**src/rtl/video_pkg.sv**
```systemverilog
`default_nettype none
// ============================================================================
// Module      : video_pkg
// Description : Shared raster-timing types, standard mode presets and the
//               helper functions used for elaboration-time width checks.
// Revision    : 1.0 - initial release
// ============================================================================
package video_pkg;

  // Timing of one axis: visible region followed by front porch, sync, back porch.
  typedef struct packed {
    int unsigned active;
    int unsigned fp;
    int unsigned sync;
    int unsigned bp;
  } axis_timing_t;

  typedef struct packed {
    axis_timing_t h;
    axis_timing_t v;
  } mode_t;

  localparam mode_t MODE_640x480_60 = '{h: '{640, 16, 96, 48}, v: '{480, 10, 2, 33}};
  localparam mode_t MODE_800x600_60 = '{h: '{800, 40, 128, 88}, v: '{600, 1, 4, 23}};

  // Number of counter states in one period of an axis.
  function automatic int unsigned total(input axis_timing_t t);
    return t.active + t.fp + t.sync + t.bp;
  endfunction

  // True when a cw-bit counter can represent every value 0..n-1.
  function automatic bit fits(input int unsigned n, input int unsigned cw);
    return (64'(1) << cw) >= 64'(n);
  endfunction

endpackage
`default_nettype wire

```
**src/rtl/video_timing_gen_if.sv**
```systemverilog
`default_nettype none
// ============================================================================
// Module      : video_timing_gen_if
// Description : Raster timing bundle between the generator (master) and a
//               pixel sink (slave). The sink owns the run enable.
// Revision    : 1.0 - initial release
// ============================================================================
interface video_timing_gen_if #(
  parameter int unsigned CW = 11
);
  logic          en;
  logic          hsync;
  logic          vsync;
  logic          de;
  logic [CW-1:0] hpos;
  logic [CW-1:0] vpos;
  logic          pix_stb;
  logic          line_start;
  logic          frame_start;

  modport master (
    input  en,
    output hsync, vsync, de, hpos, vpos, pix_stb, line_start, frame_start
  );

  modport slave (
    output en,
    input  hsync, vsync, de, hpos, vpos, pix_stb, line_start, frame_start
  );
endinterface
`default_nettype wire

```
**src/rtl/video_axis_cnt.sv**
```systemverilog
`default_nettype none
// ============================================================================
// Module      : video_axis_cnt
// Description : One raster axis: position counter with wrap/carry-out and
//               combinational decode of the active and sync regions.
// Revision    : 1.0 - initial release
// ============================================================================
module video_axis_cnt
  import video_pkg::*;
#(
  parameter int unsigned ACTIVE = 8,
  parameter int unsigned FP     = 2,
  parameter int unsigned SYNC   = 3,
  parameter int unsigned BP     = 1,
  parameter int unsigned CW     = 11
) (
  input  logic          clk,
  input  logic          rst_n,
  input  logic          clr_i,
  input  logic          inc_i,
  output logic [CW-1:0] cnt_o,
  output logic          wrap_o,
  output logic          first_o,
  output logic          active_o,
  output logic          sync_o
);

  // One extra bit so a sync region ending exactly at 2**CW still decodes.
  localparam int unsigned XW    = CW + 1;
  localparam int unsigned TOTAL = total(axis_timing_t'{ACTIVE, FP, SYNC, BP});
  localparam logic [XW-1:0] C_LAST     = XW'(TOTAL - 1);
  localparam logic [XW-1:0] C_ACT_END  = XW'(ACTIVE);
  localparam logic [XW-1:0] C_SYNC_BEG = XW'(ACTIVE + FP);
  localparam logic [XW-1:0] C_SYNC_END = XW'(ACTIVE + FP + SYNC);

  logic [CW-1:0] cnt_q, cnt_d;
  logic [XW-1:0] cnt_x;

  assign cnt_x = {1'b0, cnt_q};

  // Next count: clear has priority, then wrap at the last state, else advance.
  always_comb begin
    wrap_o = inc_i && (cnt_x == C_LAST);
    cnt_d  = cnt_q;
    if (clr_i) begin
      cnt_d = '0;
    end else if (wrap_o) begin
      cnt_d = '0;
    end else if (inc_i) begin
      cnt_d = cnt_q + CW'(1);
    end
  end

  // Position register.
  always_ff @(posedge clk or negedge rst_n) begin
    if (!rst_n) begin
      cnt_q <= '0;
    end else begin
      cnt_q <= cnt_d;
    end
  end

  assign cnt_o    = cnt_q;
  assign first_o  = (cnt_q == '0);
  assign active_o = (cnt_x < C_ACT_END);
  assign sync_o   = (cnt_x >= C_SYNC_BEG) && (cnt_x < C_SYNC_END);

endmodule
`default_nettype wire

```
**src/rtl/video_timing_gen.sv**
```systemverilog
`default_nettype none
// ============================================================================
// Module      : video_timing_gen
// Description : Parametrised raster timing generator. Produces registered
//               hsync/vsync/de, pixel coordinates and pixel/line/frame strobes
//               with programmable sync polarity and pixel-clock prescale.
// Revision    : 1.0 - initial release
// ============================================================================
module video_timing_gen
  import video_pkg::*;
#(
  parameter int unsigned H_ACTIVE = MODE_640x480_60.h.active,
  parameter int unsigned H_FP     = MODE_640x480_60.h.fp,
  parameter int unsigned H_SYNC   = MODE_640x480_60.h.sync,
  parameter int unsigned H_BP     = MODE_640x480_60.h.bp,
  parameter int unsigned V_ACTIVE = MODE_640x480_60.v.active,
  parameter int unsigned V_FP     = MODE_640x480_60.v.fp,
  parameter int unsigned V_SYNC   = MODE_640x480_60.v.sync,
  parameter int unsigned V_BP     = MODE_640x480_60.v.bp,
  parameter bit          H_POL    = 1'b0,
  parameter bit          V_POL    = 1'b0,
  parameter int unsigned PIX_DIV  = 1,
  parameter int unsigned CW       = 11
) (
  input  logic               clk,
  input  logic               rst_n,
  video_timing_gen_if.master vid
);

  localparam int unsigned H_TOTAL = total(axis_timing_t'{H_ACTIVE, H_FP, H_SYNC, H_BP});
  localparam int unsigned V_TOTAL = total(axis_timing_t'{V_ACTIVE, V_FP, V_SYNC, V_BP});
  localparam int unsigned PW      = (PIX_DIV > 1) ? $clog2(PIX_DIV) : 1;
  localparam logic [PW-1:0] C_PRESC_LAST = PW'(PIX_DIV - 1);

  if (PIX_DIV < 1 || !fits(H_TOTAL, CW) || !fits(V_TOTAL, CW)) begin : g_param_err
    $error("video_timing_gen: PIX_DIV must be >= 1 and CW must hold H_TOTAL-1 and V_TOTAL-1");
  end

  logic [PW-1:0] presc_q, presc_d;
  logic          tick;
  logic [CW-1:0] hcnt, vcnt;
  logic          h_wrap, h_first, h_active, h_sync;
  logic          v_wrap_unused, v_first, v_active, v_sync;

  logic          hsync_q, vsync_q, de_q;
  logic [CW-1:0] hpos_q, vpos_q;
  logic          pix_stb_q, line_start_q, frame_start_q;

  // Pixel prescaler: counts only while enabled, rewinds when disabled.
  always_comb begin
    tick    = vid.en && (presc_q == C_PRESC_LAST);
    presc_d = presc_q + PW'(1);
    if (!vid.en || tick) begin
      presc_d = '0;
    end
  end

  // Prescaler register.
  always_ff @(posedge clk or negedge rst_n) begin
    if (!rst_n) begin
      presc_q <= '0;
    end else begin
      presc_q <= presc_d;
    end
  end

  video_axis_cnt #(
    .ACTIVE (H_ACTIVE),
    .FP     (H_FP),
    .SYNC   (H_SYNC),
    .BP     (H_BP),
    .CW     (CW)
  ) u_h_cnt (
    .clk      (clk),
    .rst_n    (rst_n),
    .clr_i    (!vid.en),
    .inc_i    (tick),
    .cnt_o    (hcnt),
    .wrap_o   (h_wrap),
    .first_o  (h_first),
    .active_o (h_active),
    .sync_o   (h_sync)
  );

  // Lines advance on the carry out of the horizontal counter.
  video_axis_cnt #(
    .ACTIVE (V_ACTIVE),
    .FP     (V_FP),
    .SYNC   (V_SYNC),
    .BP     (V_BP),
    .CW     (CW)
  ) u_v_cnt (
    .clk      (clk),
    .rst_n    (rst_n),
    .clr_i    (!vid.en),
    .inc_i    (tick && h_wrap),
    .cnt_o    (vcnt),
    .wrap_o   (v_wrap_unused),
    .first_o  (v_first),
    .active_o (v_active),
    .sync_o   (v_sync)
  );

  // Output registers: sample the counters on each tick, hold between ticks, idle when disabled.
  always_ff @(posedge clk or negedge rst_n) begin
    if (!rst_n) begin
      hsync_q       <= ~H_POL;
      vsync_q       <= ~V_POL;
      de_q          <= 1'b0;
      hpos_q        <= '0;
      vpos_q        <= '0;
      pix_stb_q     <= 1'b0;
      line_start_q  <= 1'b0;
      frame_start_q <= 1'b0;
    end else if (!vid.en) begin
      hsync_q       <= ~H_POL;
      vsync_q       <= ~V_POL;
      de_q          <= 1'b0;
      hpos_q        <= '0;
      vpos_q        <= '0;
      pix_stb_q     <= 1'b0;
      line_start_q  <= 1'b0;
      frame_start_q <= 1'b0;
    end else begin
      pix_stb_q     <= tick;
      line_start_q  <= tick && h_first;
      frame_start_q <= tick && h_first && v_first;
      if (tick) begin
        hsync_q <= h_sync ? H_POL : ~H_POL;
        vsync_q <= v_sync ? V_POL : ~V_POL;
        de_q    <= h_active && v_active;
        hpos_q  <= hcnt;
        vpos_q  <= vcnt;
      end
    end
  end

  assign vid.hsync       = hsync_q;
  assign vid.vsync       = vsync_q;
  assign vid.de          = de_q;
  assign vid.hpos        = hpos_q;
  assign vid.vpos        = vpos_q;
  assign vid.pix_stb     = pix_stb_q;
  assign vid.line_start  = line_start_q;
  assign vid.frame_start = frame_start_q;

endmodule
`default_nettype wire

```
**src/flat_wrapper.sv**
```systemverilog
// flat-port wrapper written by rule: the top's interface ports become plain ports
module video_timing_gen_flat import video_pkg::*;
#(
  parameter int unsigned H_ACTIVE = MODE_640x480_60.h.active,
  parameter int unsigned H_FP     = MODE_640x480_60.h.fp,
  parameter int unsigned H_SYNC   = MODE_640x480_60.h.sync,
  parameter int unsigned H_BP     = MODE_640x480_60.h.bp,
  parameter int unsigned V_ACTIVE = MODE_640x480_60.v.active,
  parameter int unsigned V_FP     = MODE_640x480_60.v.fp,
  parameter int unsigned V_SYNC   = MODE_640x480_60.v.sync,
  parameter int unsigned V_BP     = MODE_640x480_60.v.bp,
  parameter bit          H_POL    = 1'b0,
  parameter bit          V_POL    = 1'b0,
  parameter int unsigned PIX_DIV  = 1,
  parameter int unsigned CW       = 11
)
  (clk, rst_n, vid_en, vid_hsync, vid_vsync, vid_de, vid_hpos, vid_vpos, vid_pix_stb, vid_line_start, vid_frame_start);
  video_timing_gen_if #(.CW(CW)) vid_i ();
  input  logic clk;
  input  logic rst_n;
  input wire logic [$bits(vid_i.en)-1:0] vid_en;
  output wire logic [$bits(vid_i.hsync)-1:0] vid_hsync;
  output wire logic [$bits(vid_i.vsync)-1:0] vid_vsync;
  output wire logic [$bits(vid_i.de)-1:0] vid_de;
  output wire logic [$bits(vid_i.hpos)-1:0] vid_hpos;
  output wire logic [$bits(vid_i.vpos)-1:0] vid_vpos;
  output wire logic [$bits(vid_i.pix_stb)-1:0] vid_pix_stb;
  output wire logic [$bits(vid_i.line_start)-1:0] vid_line_start;
  output wire logic [$bits(vid_i.frame_start)-1:0] vid_frame_start;
  assign vid_i.en = vid_en;
  assign vid_hsync = vid_i.hsync;
  assign vid_vsync = vid_i.vsync;
  assign vid_de = vid_i.de;
  assign vid_hpos = vid_i.hpos;
  assign vid_vpos = vid_i.vpos;
  assign vid_pix_stb = vid_i.pix_stb;
  assign vid_line_start = vid_i.line_start;
  assign vid_frame_start = vid_i.frame_start;
  video_timing_gen #(.H_ACTIVE(H_ACTIVE), .H_FP(H_FP), .H_SYNC(H_SYNC), .H_BP(H_BP), .V_ACTIVE(V_ACTIVE), .V_FP(V_FP), .V_SYNC(V_SYNC), .V_BP(V_BP), .H_POL(H_POL), .V_POL(V_POL), .PIX_DIV(PIX_DIV), .CW(CW)) u_core (.clk(clk), .rst_n(rst_n), .vid(vid_i));
endmodule
```
**config.mk**
```make
export PLATFORM = sky130hd
export DESIGN_NAME = video_timing_gen_flat
export DESIGN_NICKNAME = d
export VERILOG_FILES = /design/src/rtl/video_pkg.sv /design/src/rtl/video_timing_gen_if.sv /design/src/rtl/video_axis_cnt.sv /design/src/rtl/video_timing_gen.sv /design/src/flat_wrapper.sv
export SDC_FILE = /design/constraint.sdc
export NUM_CORES = 1
export LEC_CHECK = 0
export ABC_AREA = 1
export CAP_MARGIN = 15
export CORE_ASPECT_RATIO = 1.75
export CORE_MARGIN = 2
export CORE_UTILIZATION = 29
export DETAILED_ROUTE_END_ITERATION = 8
export HOLD_SLACK_MARGIN = 0.12
export MAX_ROUTING_LAYER = met4
export SYNTH_ARGS = -nofsm -noshare
export SYNTH_HDL_FRONTEND = slang
export SYNTH_HIERARCHICAL = 1
export SYNTH_SLANG_ARGS = --single-unit
```
**constraint.sdc**
```tcl
create_clock -name clk -period 2.05 [get_ports clk]
set_clock_uncertainty 0.1 [all_clocks]
set_input_delay 0.205 -clock clk [delete_from_list [all_inputs] [get_ports clk]]
set_output_delay 0.205 -clock clk [all_outputs]
set_load 0.05 [all_outputs]
```
==> impl_metrics.ini <==
[timing]
report.final.slew_viol_count = 0
fin_crit_ns = 1.97
min_period_over_period_pct = 96.1
rsz0062_at_grt = true
max_freq_mhz = 508
hold_viol_final = 0
setup_ws_ns = 0.0804
setup_viol_count_final = 0
worst_slew_margin_rel_pct = 50.2
worst_pin_slew_ns = 0.748

[run]
maxCapViolations = 0

[clock_tree]
clock_latency_ns = 0.29
cts_max_level = 2
tritoncts = built
path_clk_slew_ns = 0.07
cts_buffer_depth = 2
cts_buffers = 5
cts.sinks = 51
root_buffer = clkbuf_16

[synthesis]
netlist_area_um2 = 2660
ys.warnings.count = 6
synth.net_count = 357
synthCells = 350
postSynthAreaPerCell_um2 = 7.60

[route]
wirelength_um = 6860
route.detailed.drc = 0
via_per_inst = 4.46
vias = 2358
wl_per_cell_um = 13.0
firstDrtPassIters = 4
drt_iter0_markers = 178
ant_nets = 0

[placement]
gp_congestion = 1.01
dp_slack_ns = -0.195
hpwl_um = 5190
io_buffers = 30
placed_cell_area_um2 = 3220

[critical_path]
r2r_start = u_core/u_h_cnt/cnt_o[1]$_DFFE_PN0P_
required_ns = 2.12
r2r_end = u_core/u_v_cnt/cnt_o[4]$_DFFE_PN0P_
startpoint = u_core/u_h_cnt/cnt_o[1]$_DFFE_PN0P_
reg2reg_setup_slack_ns = 0.08
r2r_cells = 13
worstPathMaxFanout = 4
critical_path_class = register to register
arrival_ns = 2.04
cp-end-kind = register
startpoint_type = register
endpoint = u_core/u_v_cnt/cnt_o[4]$_DFFE_PN0P_

[final_layout]
multi_input_area_um2 = 1200
fillers = 980
syn_to_final_growth_pct = 28.5
num_antenna_cells = 0
layout.nets = 415
final_layout_size_suffix_gt1_share_pct = 17.4
final_cell_area_um2 = 3420
regArea_um2 = 1280

[die]
dieArea_um2 = 9990
die_h_um = 131
ioPinCount = 31
core_region_area_um2 = 8980
fp.dieW_um = 76.4
row_count = 46
initial_core_util_pct = 29.6

[pwr]
powerDensity_nw_per_um2 = 590
peakVddDrop_mv = 0.378
leakage_uw = 0.00168

[grt]
grt_overflow = 0
grt_pass1_wl_um = 11100
grt_max_degree = 34
antenna_found_initial = 0
grt.total_usage_pct = 14.8
grt_pass1_vias = 2354

[status]
outcome = finished clean

[worst_hold_path]
hold_class = register to register
==> stage by stage <==
stage | setup TNS [ns] | utilization, % | hold slack, ns | std cells | power (uW)
floorplan | 0 | - | -0.191 | 350 | 1150
global placement | -1.12 | 35.9 | 0.218 | 517 | 1220
detailed placement | -1.44 | 35.9 | 0.224 | 517 | 1230
CTS | 0 | 37.6 | 0.369 | 526 | 2050
global route | -0.283 | 38.1 | 0.400 | 529 | 2090
finish | 0 | 38.1 | 0.364 | 529 | 2020
==> layer usage <==
metal	part of all wire (%)	wire length, um	up-vias	global-route usage (%)
met2	59	4020	45	29.0
met3	2.3	157	16	2.34
met4	3.3	229	0	8.88
li1	-	-	1186	-
met1	36	2440	1111	13.3
met5	0	0	-	-
==> what timing repair did <==
item | CTS | global route
setup buffers | 0 | 3
hold endpoints to repair | 29 | 0
gates resized for setup | 1 | 9
cloned | 0 | 0
setup endpoints to repair | 1 | 9
pin swaps | 0 | 7
hold buffers | 1 | 0
==> cell usage in the layout, fill, tap and decap left out, types with 3 or more instances in the layout <==
master,n
ha_1,3
inv_2,7
nand2_2,12
buf_4,25
nand2_1,138
nand3_1,20
nor2_1,32
clkdlybuf4s50_1,29
dfrtp_1,49
inv_1,35
nor3_1,6
nor2_4,7
xor2_1,4
nor2_2,6
nand4_1,7
clkbuf_16,5
a21oi_1,4
==> critical path, cell delays in order (launching register included) <==
cell and delay, ns:
dfrtp_1 0.36, ha_2 0.19, nand2_2 0.07, nor2_4 0.14
nand2_2 0.07, nor4_2 0.12, inv_1 0.10, nor2_4 0.14
nor2_4 0.07, inv_2 0.08, nand2_2 0.07, nor2_1 0.13
xor2_1 0.16, nor2_1 0.05
==> power by group <==
part	internal (uW)	switching [uW]	total (uW)	leakage, uW
logic	53.7	124	178	0.000921
clock network	454	355	809	0.0000641
registers	1020	8.56	1030	0.000698
total	1530	488	2020	0.00168
==> state kept, by name, indices dropped and copies added, names as in the netlist <==
register                flops
u_core/presc_q              1
u_core/vid.vsync            1
u_core/u_h_cnt/cnt_o       11
u_core/vid.line_start       1
u_core/vid.hpos            11
u_core/vid.pix_stb          1
u_core/vid.vpos            11
u_core/vid.frame_start      1
u_core/u_v_cnt/cnt_o       11
u_core/vid.hsync            1
u_core/vid.de               1
==> worst min path at each step <==
| stage | start | end | slack [ns] | cells after the start |
|---|---|---|---|---|
| after global placement | rst_n | u_core/vid.vpos[4]$_DFFE_PN0P_ | 0.22 | 1 |
| final | u_core/vid.vsync$_DFFE_PN1P_ | u_core/vid.vsync$_DFFE_PN1P_ | 0.36 | 2 |
| after global routing | u_core/vid.vsync$_DFFE_PN1P_ | u_core/vid.vsync$_DFFE_PN1P_ | 0.40 | 2 |
| after CTS | u_core/vid.hsync$_DFFE_PN1P_ | u_core/vid.hsync$_DFFE_PN1P_ | 0.37 | 2 |
| after detailed placement | rst_n | u_core/vid.vpos[4]$_DFFE_PN0P_ | 0.22 | 1 |
| after floorplan | rst_n | u_core/presc_q$_DFF_PN0_ | -0.19 | 0 |
==> area by class of cell <==
class	instances	share of cell area [%]
clock inverter	1	0.219
clock buffer	7	3.88
sequential	51	37.4
timing repair buffer	56	14.4
inverter	42	4.61
tap	120	4.39
multi-input combinational	252	35.1
No activity file was read; power rests on OpenSTA's default activity.
